## src/rtl/sap1_pkg.sv

```systemverilog
// Shared constants for the SAP-1 controller: opcodes, T-state encoding,
// and control word bit positions.
package sap1_pkg;

  localparam logic [3:0] OP_LDA = 4'h0;
  localparam logic [3:0] OP_ADD = 4'h1;
  localparam logic [3:0] OP_SUB = 4'h2;
  localparam logic [3:0] OP_OUT = 4'hE;
  localparam logic [3:0] OP_HLT = 4'hF;

  // One-hot T-states of the instruction ring counter
  typedef enum logic [5:0] {
    T1 = 6'b000001,
    T2 = 6'b000010,
    T3 = 6'b000100,
    T4 = 6'b001000,
    T5 = 6'b010000,
    T6 = 6'b100000
  } t_state_e;

  // Control word bit positions, MSB first: cp ep lm_n ce_n li_n ei_n la_n ea su eu lb_n lo_n
  localparam int unsigned CW_WIDTH = 12;
  localparam int unsigned CW_CP    = 11;
  localparam int unsigned CW_EP    = 10;
  localparam int unsigned CW_LM_N  = 9;
  localparam int unsigned CW_CE_N  = 8;
  localparam int unsigned CW_LI_N  = 7;
  localparam int unsigned CW_EI_N  = 6;
  localparam int unsigned CW_LA_N  = 5;
  localparam int unsigned CW_EA    = 4;
  localparam int unsigned CW_SU    = 3;
  localparam int unsigned CW_EU    = 2;
  localparam int unsigned CW_LB_N  = 1;
  localparam int unsigned CW_LO_N  = 0;

  // Every active-low strobe high, every active-high strobe low
  localparam logic [CW_WIDTH-1:0] CW_INACTIVE = 12'h3E3;

endpackage

```

## src/rtl/controller_sequencer_ring_counter.sv

```systemverilog
// Six-state one-hot ring counter stepping on the falling clock edge.
module ring_counter
  import sap1_pkg::*;
(
  input  logic       clk,
  input  logic       clr_n,
  input  logic       hold,
  output logic [5:0] state
);

  logic [5:0] state_next;

  // State register: falling-edge step, asynchronous return to T1
  always_ff @(negedge clk or negedge clr_n) begin
    if (!clr_n) state <= T1;
    else        state <= state_next;
  end

  // Next state: rotate left, freeze on hold, recover illegal codes to T1
  always_comb begin
    state_next = T1;
    if (hold) begin
      state_next = state;
    end else begin
      case (state)
        T1:      state_next = T2;
        T2:      state_next = T3;
        T3:      state_next = T4;
        T4:      state_next = T5;
        T5:      state_next = T6;
        T6:      state_next = T1;
        default: state_next = T1;
      endcase
    end
  end

endmodule

```

## src/rtl/controller_sequencer.sv

```systemverilog
// SAP-1 controller/sequencer: T-state ring counter plus opcode decode into
// the control word and halt.
module controller_sequencer
  import sap1_pkg::*;
(
  input  logic       clk,
  input  logic       clr_n,
  input  logic [3:0] op_code,
  output logic       cp,
  output logic       ep,
  output logic       lm_n,
  output logic       ce_n,
  output logic       li_n,
  output logic       ei_n,
  output logic       la_n,
  output logic       ea,
  output logic       su,
  output logic       eu,
  output logic       lb_n,
  output logic       lo_n,
  output logic       hlt_n,
  output logic [5:0] state
);

  logic                halted;
  logic                halt_set;
  logic [CW_WIDTH-1:0] cw;

  assign halt_set = (state == T4) && (op_code == OP_HLT);

  // Halt flag: set on the falling edge that sees HLT in T4, cleared only by reset
  always_ff @(negedge clk or negedge clr_n) begin
    if (!clr_n)        halted <= 1'b0;
    else if (halt_set) halted <= 1'b1;
  end

  // Hold also covers the setting edge so the counter never leaves T4
  ring_counter u_ring (
    .clk   (clk),
    .clr_n (clr_n),
    .hold  (halted | halt_set),
    .state (state)
  );

  // Decode: control word from current T-state and opcode
  always_comb begin
    cw    = CW_INACTIVE;
    hlt_n = 1'b1;
    if (halted) begin
      hlt_n = 1'b0;
    end else begin
      case (state)
        T1: begin
          cw[CW_EP]   = 1'b1;
          cw[CW_LM_N] = 1'b0;
        end
        T2: cw[CW_CP] = 1'b1;
        T3: begin
          cw[CW_CE_N] = 1'b0;
          cw[CW_LI_N] = 1'b0;
        end
        T4: begin
          case (op_code)
            OP_LDA, OP_ADD, OP_SUB: begin
              cw[CW_EI_N] = 1'b0;
              cw[CW_LM_N] = 1'b0;
            end
            OP_OUT: begin
              cw[CW_EA]   = 1'b1;
              cw[CW_LO_N] = 1'b0;
            end
            OP_HLT:  hlt_n = 1'b0;
            default: ;
          endcase
        end
        T5: begin
          case (op_code)
            OP_LDA: begin
              cw[CW_CE_N] = 1'b0;
              cw[CW_LA_N] = 1'b0;
            end
            OP_ADD, OP_SUB: begin
              cw[CW_CE_N] = 1'b0;
              cw[CW_LB_N] = 1'b0;
            end
            default: ;
          endcase
        end
        T6: begin
          if (op_code == OP_ADD || op_code == OP_SUB) begin
            cw[CW_EU]   = 1'b1;
            cw[CW_LA_N] = 1'b0;
            cw[CW_SU]   = (op_code == OP_SUB);
          end
        end
        default: ;
      endcase
    end
  end

  assign cp   = cw[CW_CP];
  assign ep   = cw[CW_EP];
  assign lm_n = cw[CW_LM_N];
  assign ce_n = cw[CW_CE_N];
  assign li_n = cw[CW_LI_N];
  assign ei_n = cw[CW_EI_N];
  assign la_n = cw[CW_LA_N];
  assign ea   = cw[CW_EA];
  assign su   = cw[CW_SU];
  assign eu   = cw[CW_EU];
  assign lb_n = cw[CW_LB_N];
  assign lo_n = cw[CW_LO_N];

endmodule

```

## config.mk

```make
export PLATFORM = sky130hd
export DESIGN_NAME = controller_sequencer
export DESIGN_NICKNAME = d
export VERILOG_FILES = /design/src/rtl/sap1_pkg.sv /design/src/rtl/controller_sequencer_ring_counter.sv /design/src/rtl/controller_sequencer.sv
export SDC_FILE = /design/constraint.sdc
export NUM_CORES = 1
export LEC_CHECK = 0
export BUFFER_PORTS_ARGS = -buffer_cell sky130_fd_sc_hd__buf_2
export CORE_UTILIZATION = 41
export CTS_CLUSTER_SIZE = 30
export DETAILED_ROUTE_END_ITERATION = 16
export GPL_TIMING_DRIVEN = 0
export HOLD_SLACK_MARGIN = 0.15
export PLACE_DENSITY = 0.76
export SLEW_MARGIN = 20
export SYNTH_ARGS = -nofsm -noshare
export SYNTH_HDL_FRONTEND = slang
export SYNTH_HIERARCHICAL = 1
export SYNTH_SLANG_ARGS = --single-unit
```

## constraint.sdc

```tcl
create_clock -name clk -period 2.1 [get_ports clk]
set_clock_uncertainty 0.15 [all_clocks]
set_input_delay 0.105 -clock clk [delete_from_list [all_inputs] [get_ports clk]]
set_output_delay 0.105 -clock clk [all_outputs]
set_load 0.03 [all_outputs]
```

Word-level counts from Yosys, hierarchy flattened
Index checks and enable logic that the tools add are counted. W data, S select, Z words.

Register bits after elaboration: 7. Bits of input ports: 6. Output and inout port bits: 19. Word-level logic and storage cells: 41.

Equality and inequality tests: 10. Muxes and demuxes: 23. Bitwise gates (word level): 1. Reductions and logical operators: 5.

Operator list (count): $pmux W6 S5 (1); $mux W1 (16); $mux W12 (1); $eq A4 B4 Y1 const B (2); $eq A6 B1 Y1 const B (1); $eq A6 B2 Y1 const B (1); $eq A6 B3 Y1 const B (1); $eq A6 B4 Y1 const B (1); $eq A6 B5 Y1 const B (1); $eq A6 B6 Y1 const B (1); $pmux W1 S2 (3); $eq A4 B1 Y1 const B (1); $eq A4 B2 Y1 const B (1); $logic_not A4 Y1 (1); $mux W2 (2); $reduce_or A3 Y1 (1); $reduce_or A2 Y1 (1); $logic_and A1 B1 Y1 (1); $logic_or A1 B1 Y1 (1); $or A1 B1 Y1 (1).

Depth between registers and ports, before layout
Gate-level depths: netlist of the first run.

Depth after elaboration: 5. Depth in mapped cells: 6.

By module
Netlist of the first run, hierarchy kept.

By module, submodules not included: ring_counter (instances 1, cells each 31, area each 336.6 sq um); controller_sequencer (instances 1, cells each 31, area each 265.3 sq um).

==> results of run 1 <==
==> worst paths after layout <==
path	cells past startpoint	startpoint	slack, ns	end
max	5	u_ring/state[4]$_DFFE_NN0N_	-1.01	hlt_n
max reg2reg	8	u_ring/state[4]$_DFFE_NN0N_	-0.20	u_ring/state[5]$_DFFE_NN0N_
min in group clk	4	op_code[0]	0.53	lb_n
max in group asynchronous	1	clr_n	1.05	u_ring/state[0]$_DFFE_NN1N_
min	1	clr_n	0.45	u_ring/state[1]$_DFFE_NN0N_
min reg2reg	3	u_ring/state[3]$_DFFE_NN0N_	0.54	u_ring/state[3]$_DFFE_NN0N_
==> kinds of logic after synthesis <==
kind of cell	after synthesis	synth area share
compound gates	13	0.1580
xor+xnor	2	0.02911
buf+inv	5	0.04573
flops	7	0.2931
simple gates	35	0.4740
==> what timing repair did <==
action / in CTS / in global routing
resized for setup: 40 / 6
gates cloned: 0 / 0
setup endpoints to repair: 24 / 25
setup buffers: 24 / 9
pin swaps: 10 / 0
==> Yosys cell counts, drive strengths merged <==
library cell	number
dfrtn	6
nand2	5
nor4b	4
inv	3
nor2b	3
nor4	3
o21ai	3
buf	2
nand2b	2
nand3	2
nand4	2
nor2	2
nor3	2
nor3b	2
o21bai	2
xor2	2
a21o	1
a21oi	1
a22o	1
a31oi	1
and2	1
and3	1
and3b	1
and4b	1
and4bb	1
dfstp	1
nand4bb	1
o211a	1
o211ai	1
o21ba	1
o41ai	1
or3	1
or4	1
==> registers in the layout (all words and copies together), names as in the netlist <==
name          flops
halted            1
u_ring/state      6
==> worst max-delay path, cell delays in order (launching register included) <==
cell and delay (ns):
dfrtn_1 0.38, nor4_2 0.41, nand4_1 0.18, buf_4 0.20, o21ba_4 0.19, buf_2 0.17
==> layer usage <==
layer / wire length, um / up-vias / part of all wire / GRT usage
met5: 0 / - / 0 / 0
met4: 13 / 0 / 0.0050 / 0.1833
met3: 169 / 4 / 0.065 / 0.03889
met2: 1335 / 50 / 0.51 / 0.5444
met1: 1091 / 395 / 0.42 / 0.4184
li1: - / 355 / - / -
==> power groups by stage <==
stage               Clock, mW  Sequential (mW)  Combinational, mW
CTS                     0.136            0.232              0.953
detailed placement    0.00596            0.313              0.586
floorplan             0.00596            0.351              0.409
global placement      0.00596            0.309              0.575
finish                  0.136            0.236               1.13
global route            0.149            0.239               1.19
==> metrics by stage <==
stage / setup WS (ns) / power [mW]
2_1_floorplan: -1.064 / 0.7655
6_report: -1.009 / 1.502
4_1_cts: -0.9377 / 1.321
3_5_place_dp: -1.007 / 0.9058
3_3_place_gp: -0.9397 / 0.8900
5_1_grt: -1.078 / 1.574
==> cell type report <==
cell class / instances / area, sq um
Tap cell: 15 / 18.77
Buffer: 2 / 18.77
Timing Repair Buffer: 55 / 471.7
Inverter: 2 / 7.507
Fill cell: 45 / 105.1
Clock inverter: 2 / 8.758
Clock buffer: 3 / 22.52
Sequential cell: 7 / 176.4
Multi-Input combinational cell: 50 / 504.2
==> run summary, run 1 <==
Status: finished with violations
Failing checks: setup timing
Switching share of power: 0.4545
Setup violators final: 25
Nets: 128
Post-synthesis cell area: 601.8 sq um
Tot GR Track Use: 0.3314
Htree depth: 1
Vias/cell: 5.912
Commonest non-fill, non-tap cell in the layout: buf_4
1st-iter DRT viols: 29
Cts-stage hold buffer count: 0
Final worst setup slack: -1.009 ns
Initial cell density of the core: 0.4512
Largest net degree at the start of global routing: 11
Hold Crit Class: input port to asynchronous set/reset pin
Vias in the first global route: 749
Combinational share of power: 0.752
Root Buffer: clkbuf_4
RSZ-0062 raised after global routing: yes
Critical Path RT: 1.85 ns
CTS tree: built
Global route overflow: 0
Pre-Repair DR Iteration Count: 4
Yosys top cell area share: 0.2495
Die ar.: 0.001625 sq mm
Power Density: 1223 mW/mm^2
TritonCTS buffer count: 3
P_leak: 0.5850 nW
Synthesis Warnings: 6
Diodes inserted: 0
Dpl hpwl: 1.048 mm
Total Wirelength: 2.609 mm
Core footprint: 0.001334 sq mm
Pint: 819.4 uW
Placed cell area: 808.3 sq um
Clock buffer depth: 2
Yosys top cell by area: dfrtn_1
CP Max Fanout: 3
Syn-to-layout area delta: 104.2%
Post-route ant nets: 0
Worst EP arrival: 2.85 ns
CTS sink cnt: 7
Die Wd: 40.31 um
Cell variety after synth: 39
Cell count after placement: 101
Top post-synthesis cells by area: dfrtn_1, dfstp_2, nor4_2, nor4b_4, nor4_4
Total via count in the routed design: 804
Clk slew on worst S/H paths: 0.05 ns
Maximum vdd drop: 0.7928 mV
Most frequent cells in the layout: buf_4, buf_6, buf_2
Fin util: 0.9212
First-pass GRT wire length: 3.512 mm
Flops & latches, synth: 7
Row count: 13
WHS: 0.4536 ns
Finished Layout Cells: 136
Hold Fails Final Rpt: 0
Fraction of layout cells with a size suffix above 1: 0.7190
WL/cell: 19.18 um
Fin. max-slew vios: 0
IO buf count: 24
Synthesized area per cell: 9.707 sq um
Worst skew pair latency: 0.32 ns
DRC errors left: 0
Initial antenna violation count: 0
Final Wtd Congestion: 0.6407
Cell count after synthesis: 62
Startpoint types: flop
Psw: 682.7 uW
Die extent in y: 40.31 um
Setup TNS Final: -14.54 ns
Post-route design area: 0.001229 sq mm
Mapped Nets: 68
Seq pwr share: 0.157
CP Class: flop to output pin
Worst-margin pin slew: 0.3612 ns
Clock power share: 0.091
Seq/Total Area, Yosys: 0.2931
Ports: 25
Setup crit end kind: output pin
Max-cap check violation count: 0
Max-Slew Margin vs Limit: 0.7572
Note: power is estimated with default switching activity, not from simulation.
==> run 2: changes to the inputs <==
--- a/config.mk
+++ b/config.mk
@@ -12,6 +12,7 @@
 export GPL_TIMING_DRIVEN = 0
 export HOLD_SLACK_MARGIN = 0.15
 export PLACE_DENSITY = 0.76
+export RECOVER_POWER = 50
 export SLEW_MARGIN = 20
 export SYNTH_ARGS = -nofsm -noshare
 export SYNTH_HDL_FRONTEND = slang
==> run summary, run 2 (synthesis results as in run 1) <==
Status: finished with violations (unchanged)
Failing checks: setup timing (unchanged)
First-pass GRT wire length: 3.512 mm (unchanged)
Startpoint types: flop (unchanged)
Final Wtd Congestion: 0.6407 (unchanged)
Place WS: -1.007 ns (unchanged)
TritonCTS buffer count: 3 (unchanged)
Post-route design area: 0.001227 sq mm (was 0.001229 sq mm)
Hold Fails Final Rpt: 0 (unchanged)
Hold Crit Class: input port to output pin (was input port to asynchronous set/reset pin)
Total power draw: 1.507 mW (was 1.502 mW)
CTS tree: built (unchanged)
RSZ-0062 raised after global routing: yes (unchanged)
Initial antenna violation count: 0 (unchanged)
Die extent in y: 40.31 um (unchanged)
Vias/cell: 5.971 (was 5.912)
Placed cell area: 808.3 sq um (unchanged)
Total via count in the routed design: 812 (was 804)
Fin. max-slew vios: 0 (unchanged)
Setup crit end kind: output pin (unchanged)
DRC errors left: 0 (unchanged)
Crit-path slowest cell: nor4_2 (unchanged)
Worst EP arrival: 2.88 ns (was 2.85 ns)
Commonest non-fill, non-tap cell in the layout: buf_4 (unchanged)
Most frequent cells in the layout: buf_4, buf_6, buf_2 (unchanged)
Tot GR Track Use: 0.3314 (unchanged)
Row count: 13 (unchanged)
Worst skew pair latency: 0.32 ns (about the same)
Largest registers: u_ring/state x6, halted x1 (unchanged)
Pre-Repair DR Iteration Count: 4 (unchanged)
Max-cap check violation count: 0 (unchanged)
Nets: 128 (unchanged)
Global route overflow: 0 (unchanged)
CP Class: flop to output pin (unchanged)
Max-Slew Margin vs Limit: 0.6946 (was 0.7572)
Htree depth: 1 (unchanged)
Fraction of layout cells with a size suffix above 1: 0.7107 (was 0.7190)
Die Wd: 40.31 um (unchanged)
Critical path's top delay family: simple AND/OR/NAND/NOR gates (unchanged)
Core footprint: 0.001334 sq mm (unchanged)
Finished Layout Cells: 136 (unchanged)
Total Wirelength: 2.692 mm (was 2.609 mm)
Post-route ant nets: 0 (unchanged)
Die ar.: 0.001625 sq mm (unchanged)
WL/cell: 19.79 um (was 19.18 um)
Largest register FFs: 6 (unchanged)
Initial cell density of the core: 0.4512 (unchanged)
Maximum vdd drop: 0.7952 mV (was 0.7928 mV)
P_leak: 0.5823 nW (was 0.5850 nW)
Setup violators final: 25 (unchanged)
Vias in the first global route: 749 (unchanged)
CP Max Fanout: 3 (unchanged)
Syn-to-layout area delta: 104.0% (was 104.2%)
Power Density: 1228 mW/mm^2 (was 1223 mW/mm^2)
Root Buffer: clkbuf_4 (unchanged)
Worst path max stage delay: 0.42 ns (was 0.41 ns)
Diodes inserted: 0 (unchanged)
Largest Register: u_ring/state (unchanged)
CTS sink cnt: 7 (unchanged)
Largest net degree at the start of global routing: 11 (unchanged)
Cell count after placement: 101 (unchanged)
Final worst setup slack: -1.039 ns (was -1.009 ns)
Crit path cell chain: nor4_2 -> nand4_1 -> buf_4 -> o21ba_4 -> buf_2 (unchanged)
Dpl hpwl: 1.048 mm (unchanged)
Cts-stage hold buffer count: 0 (unchanged)
Worst path bufs/invs: 2 (unchanged)
Ports: 25 (unchanged)
Worst-margin pin slew: 0.4581 ns (was 0.3612 ns)
1st-iter DRT viols: 36 (was 29)
Clk slew on worst S/H paths: 0.05 ns (about the same)
Clock buffer depth: 2 (unchanged)
IO buf count: 24 (unchanged)
Critical Path RT: 1.85 ns (about the same)
-- run 2: path summary, 6_finish.rpt --
check,slack [ns],endpoint,startpoint,cells past startpoint
max in group asynchronous,0.86,u_ring/state[0]$_DFFE_NN1N_,clr_n,1
min,0.53,lb_n,op_code[0],4
max,-1.04,hlt_n,u_ring/state[4]$_DFFE_NN0N_,5
max reg2reg,-0.23,u_ring/state[5]$_DFFE_NN0N_,u_ring/state[4]$_DFFE_NN0N_,8
min reg2reg,0.54,u_ring/state[3]$_DFFE_NN0N_,u_ring/state[3]$_DFFE_NN0N_,3
min in group asynchronous,0.54,u_ring/state[4]$_DFFE_NN0N_,clr_n,1
-- run 2: power by group --
part / switching [mW] / total (mW) / internal (mW) / leakage [nW]
registers: 0.0538 / 0.236 / 0.182 / 0.0920
logic: 0.571 / 1.14 / 0.564 / 0.467
clock network: 0.0631 / 0.136 / 0.0726 / 0.0230
total: 0.688 / 1.51 / 0.819 / 0.582
-- run 2: final cells by class --
type / count / area (sq um)
plain buffers: 2 / 18.77
clock buffers: 3 / 22.52
clock inverters: 2 / 8.758
fillers: 46 / 106.4
inverters: 2 / 7.507
multi-input cells: 50 / 504.2
flip-flops and latches: 7 / 176.4
well taps: 15 / 18.77
repair buffers: 55 / 470.5
-- run 2: worst min-delay path, stage by stage --
cell and delay [ns]:
buf_2 0.14, xor2_1 0.12, nand3_2 0.09, buf_6 0.12
-- run 2: metal layers --
layer | global-route usage | routed length (um) | vias to the layer above
met5 | 0 | 0 | -
met4 | 0.1833 | 71 | 0
met3 | 0.03889 | 170 | 14
met2 | 0.5444 | 1297 | 56
met1 | 0.4184 | 1152 | 389
li1 | - | - | 353
-- run 2: repair_timing --
item	CTS	global route
pin swaps	10	0
resized for setup	40	6
endpoints found under the setup margin	24	25
gates cloned	0	0
buffers inserted	24	9
-- run 2: stage by stage --
| stage | hold slack [ns] | util | TNS [ns] |
|---|---|---|---|
| finish | 0.5331 | 0.9203 | -14.78 |
| global route | 0.5385 | 0.9203 | -15.86 |
| CTS | 0.4500 | 0.8668 | -13.03 |
| detailed placement | 0.5078 | 0.6060 | -12.96 |
| global placement | 0.4969 | 0.6060 | -12.04 |
| floorplan | 0.2803 | - | -10.69 |
==> run 3: changes to the inputs <==
--- a/config.mk
+++ b/config.mk
@@ -11,10 +11,11 @@
 export DETAILED_ROUTE_END_ITERATION = 16
 export GPL_TIMING_DRIVEN = 0
 export HOLD_SLACK_MARGIN = 0.15
-export PLACE_DENSITY = 0.76
+export PLACE_DENSITY = 0.73
 export RECOVER_POWER = 50
 export SLEW_MARGIN = 20
 export SYNTH_ARGS = -nofsm -noshare
 export SYNTH_HDL_FRONTEND = slang
 export SYNTH_HIERARCHICAL = 1
 export SYNTH_SLANG_ARGS = --single-unit
+export TNS_END_PERCENT = 100
==> run summary, run 3 <==
Dpl hpwl: 1.027 mm (was 1.048 mm)
Top post-synthesis cells by area: dfrtn_1, dfstp_2, nor4_2, nor4b_4, nor4_4 (unchanged)
IO buf count: 24 (unchanged)
Top FF cell, synth: dfrtn_1 (unchanged)
Largest net degree at the start of global routing: 10
Row count: 13 (unchanged)
Most common library cells after synthesis: dfrtn_1, nand2_1, inv_1, nor2b_1 (unchanged)
Flops & latches, synth: 7 (unchanged)
Mapped Nets: 68 (unchanged)
Die extent in y: 40.31 um (unchanged)
Stop err: [ERROR DPL-0033] detailed placement checks failed during check placement.
Cell count after placement: 101 (unchanged)
Clock buffer depth: 2 (unchanged)
Status: stopped before the end (was finished with violations)
Root Buffer: clkbuf_4 (unchanged)
Worst endpoint type: output port
Worst_ep grt: ce_n
Synth async-reset ratio: 1.000 (unchanged)
Most frequent cell after synthesis: dfrtn_1 (unchanged)
CTS sink cnt: 7 (unchanged)
Halt Stage: global routing (5_1_grt)
Cell count after synthesis: 62 (unchanged)
Post-synthesis cell area: 601.8 sq um (unchanged)
Seq/Total Area, Yosys: 0.2931 (unchanged)
Yosys top cell by area: dfrtn_1 (unchanged)
Yosys top cell area share: 0.2495 (unchanged)
Ports: 25 (unchanged)
Final Wtd Congestion: 0.7017 (was 0.6407)
Htree depth: 1 (unchanged)
Post-synth EDFFs: 0 (unchanged)
Die Wd: 40.31 um (unchanged)
Synthesized area per cell: 9.707 sq um (unchanged)
TritonCTS buffer count: 3 (unchanged)
Synthesis Warnings: 6 (unchanged)
Cell variety after synth: 39 (unchanged)
Initial antenna violation count: 0
Initial cell density of the core: 0.4512 (unchanged)
[run 3: what timing repair did]
| item | CTS |
|---|---|
| buffers inserted | 25 |
| resized for setup | 56 |
| endpoints found under the setup margin | 23 |
| hold buffers | 0 |
| pin swaps | 8 |
[run 3: logic make-up after synthesis]
family / synth area share
AOI/OAI and AO/OA: 0.1580
xor gates and xnor gates: 0.02911
buffers and inverters: 0.04573
DFF: 0.2931
and+or+nand+nor: 0.4740
[run 3: through the flow]
step / TNS, ns / instance area (sq um) / hold WS, ns / setup WS (ns) / utilization
floorplan: -10.69 / 669.4 / 0.2803 / -1.064 / -
global placement: -12.33 / 808.3 / 0.5019 / -0.9894 / 0.6060
detailed placement: -12.61 / 808.3 / 0.5126 / -1.008 / 0.6060
CTS: -13.31 / 1240 / 0.4463 / -0.9195 / 0.9296
==> run 4: changes to the inputs <==
--- a/config.mk
+++ b/config.mk
@@ -6,12 +6,11 @@
 export NUM_CORES = 1
 export LEC_CHECK = 0
 export BUFFER_PORTS_ARGS = -buffer_cell sky130_fd_sc_hd__buf_2
-export CORE_UTILIZATION = 41
-export CTS_CLUSTER_SIZE = 30
+export CORE_AREA = 2 2 63 65
 export DETAILED_ROUTE_END_ITERATION = 16
+export DIE_AREA = 0 0 65 67
 export GPL_TIMING_DRIVEN = 0
-export HOLD_SLACK_MARGIN = 0.15
-export PLACE_DENSITY = 0.73
+export PLACE_DENSITY_LB_ADDON = 0.15
 export RECOVER_POWER = 50
 export SLEW_MARGIN = 20
 export SYNTH_ARGS = -nofsm -noshare
==> constraint.sdc (replaced) <==
create_clock -name clk -period 2.7 [get_ports clk]
set_clock_uncertainty 0.15 [all_clocks]
set_input_delay 0.135 -clock clk [delete_from_list [all_inputs] [get_ports clk]]
set_output_delay 0.135 -clock clk [all_outputs]
set_load 0.03 [all_outputs]
==> run summary, run 4 (synthesis results as in run 1) <==
P_leak: 0.5996 nW
CTS sink cnt: 7 (unchanged)
Met2 routed WL: 1.056 mm
Worst path max stage delay: 0.57 ns
Largest net degree at the start of global routing: 9
Clock buffer depth: 2 (unchanged)
Post-Route M1 WL: 1.021 mm
Crit-path slowest cell: or4_4
Core footprint: 0.003606 sq mm
TritonCTS buffer count: 3 (unchanged)
Setup crit end kind: output pin
Total Wirelength: 2.193 mm
Total power draw: 1.223 mW
Row count: 22 (was 13)
Vias in the first global route: 731
Diodes inserted: 0
Die ar.: 0.004355 sq mm
Vias/cell: 4.291
Total via count in the routed design: 708
Hold Fails Final Rpt: 0
DRC errors left: 0
Critical Path RT: 2.41 ns
Initial antenna violation count: 0
Dpl hpwl: 1.259 mm (was 1.027 mm)
Pre-Repair DR Iteration Count: 4
Nets: 124
Largest register FFs: 6
Fin util: 0.3706
Failing checks: setup timing
Status: finished with violations (was stopped before the end)
Maximum vdd drop: 0.4065 mV
Fin. max-slew vios: 0
Ports: 25 (unchanged)
Global route overflow: 0
Crit path cell chain: or4_4 -> nor4b_4 -> buf_4
IO buf count: 24 (unchanged)
Die extent in y: 67 um (was 40.31 um)
Worst-margin pin slew: 0.4383 ns
Tot GR Track Use: 0.1075
Syn-to-layout area delta: 122.0%
Post-route ant nets: 0
Power Density: 915.3 mW/mm^2
First-pass GRT wire length: 3.539 mm
RSZ-0062 raised after global routing: yes
Startpoint types: flop
Final Wtd Congestion: 0.6611 (was 0.7017)
Largest Register: u_ring/state
Largest registers: u_ring/state x6, halted x1
Die Wd: 65 um (was 40.31 um)
Clk slew on worst S/H paths: 0.03 ns
Worst skew pair latency: 0.29 ns
CP Max Fanout: 4
Final worst setup slack: -0.6664 ns
Place WS: -0.7681 ns (was -1.008 ns)
Initial cell density of the core: 0.1669 (was 0.4512)
Routed wl met3: 107 um
Setup violators final: 17
Most frequent cells in the layout: buf_6, buf_4, dfrtn_1
Fraction of layout cells with a size suffix above 1: 0.6838
Max-Slew Margin vs Limit: 0.7078
Htree depth: 1 (unchanged)
CP Class: flop to output pin
Root Buffer: clkbuf_8 (was clkbuf_4)
Worst EP arrival: 3.08 ns
Max-cap check violation count: 0
Commonest non-fill, non-tap cell in the layout: buf_6
1st-iter DRT viols: 24
Hold Crit Class: flop to flop
WL/cell: 13.29 um
Cts-stage hold buffer count: 0 (unchanged)
CTS tree: built
Top Layer Used: met4
run 4: repair_timing:
action,in CTS,in global routing
pin swaps,8,6
setup buffers,24,5
gates resized for setup,50,14
endpoints found under the hold margin,0,0
endpoints found under the setup margin,21,24
run 4: critical path: cells and delay by family, from the launching register on:
kind	cells	cell delay, ns
buffers and inverters	1	0.22
and+or+nand+nor	2	0.87
DFF	1	0.39
run 4: power breakdown:
group / switching, mW / total, mW / internal [mW]
clock network: 0.0523 / 0.153 / 0.101
logic: 0.410 / 0.876 / 0.465
registers: 0.0520 / 0.194 / 0.142
total: 0.515 / 1.22 / 0.708
run 4: area by class of cell:
class                           count  area, sq um
Clock buffer                        3        41.29
Fill cell                         372         2270
Sequential cell                     7        176.4
Buffer                              1        11.26
Multi-Input combinational cell     50        514.2
Inverter                            2        7.507
Tap cell                           48        60.06
Clock inverter                      2        7.507
Timing Repair Buffer               52        518.0
run 4: routing by layer:
layer,track usage,vias to the layer above
met1,0.1373,339
met2,0.1778,21
li1,-,346
met3,0.01858,2
met5,0,-
met4,0.04521,0
run 4: final timing paths:
kind / start / end / slack (ns) / cells past startpoint
hold reg to reg: halted$_DFFE_NN0P_ / halted$_DFFE_NN0P_ / 0.49 / 2
max in group asynchronous: clr_n / u_ring/state[0]$_DFFE_NN1N_ / 1.11 / 1
setup reg to reg: u_ring/state[4]$_DFFE_NN0N_ / u_ring/state[5]$_DFFE_NN0N_ / 0.55 / 7
setup / recovery: u_ring/state[3]$_DFFE_NN0N_ / ep / -0.67 / 3
min in group asynchronous: clr_n / u_ring/state[1]$_DFFE_NN0N_ / 0.89 / 1
hold / removal: halted$_DFFE_NN0P_ / halted$_DFFE_NN0P_ / 0.49 / 2
run 4: metrics by stage:
step                      hold slack, ns  area [sq um]  setup TNS [ns]  std cells
final                             0.4931          1336          -7.801        165
after global routing              0.5309          1336          -9.014        165
after CTS                         0.4951          1260          -8.303        162
after detailed placement          0.5250         847.1          -7.946        134
after global placement            0.5208         847.1          -7.442        134
after floorplan                   0.3403         666.9          -6.507         62
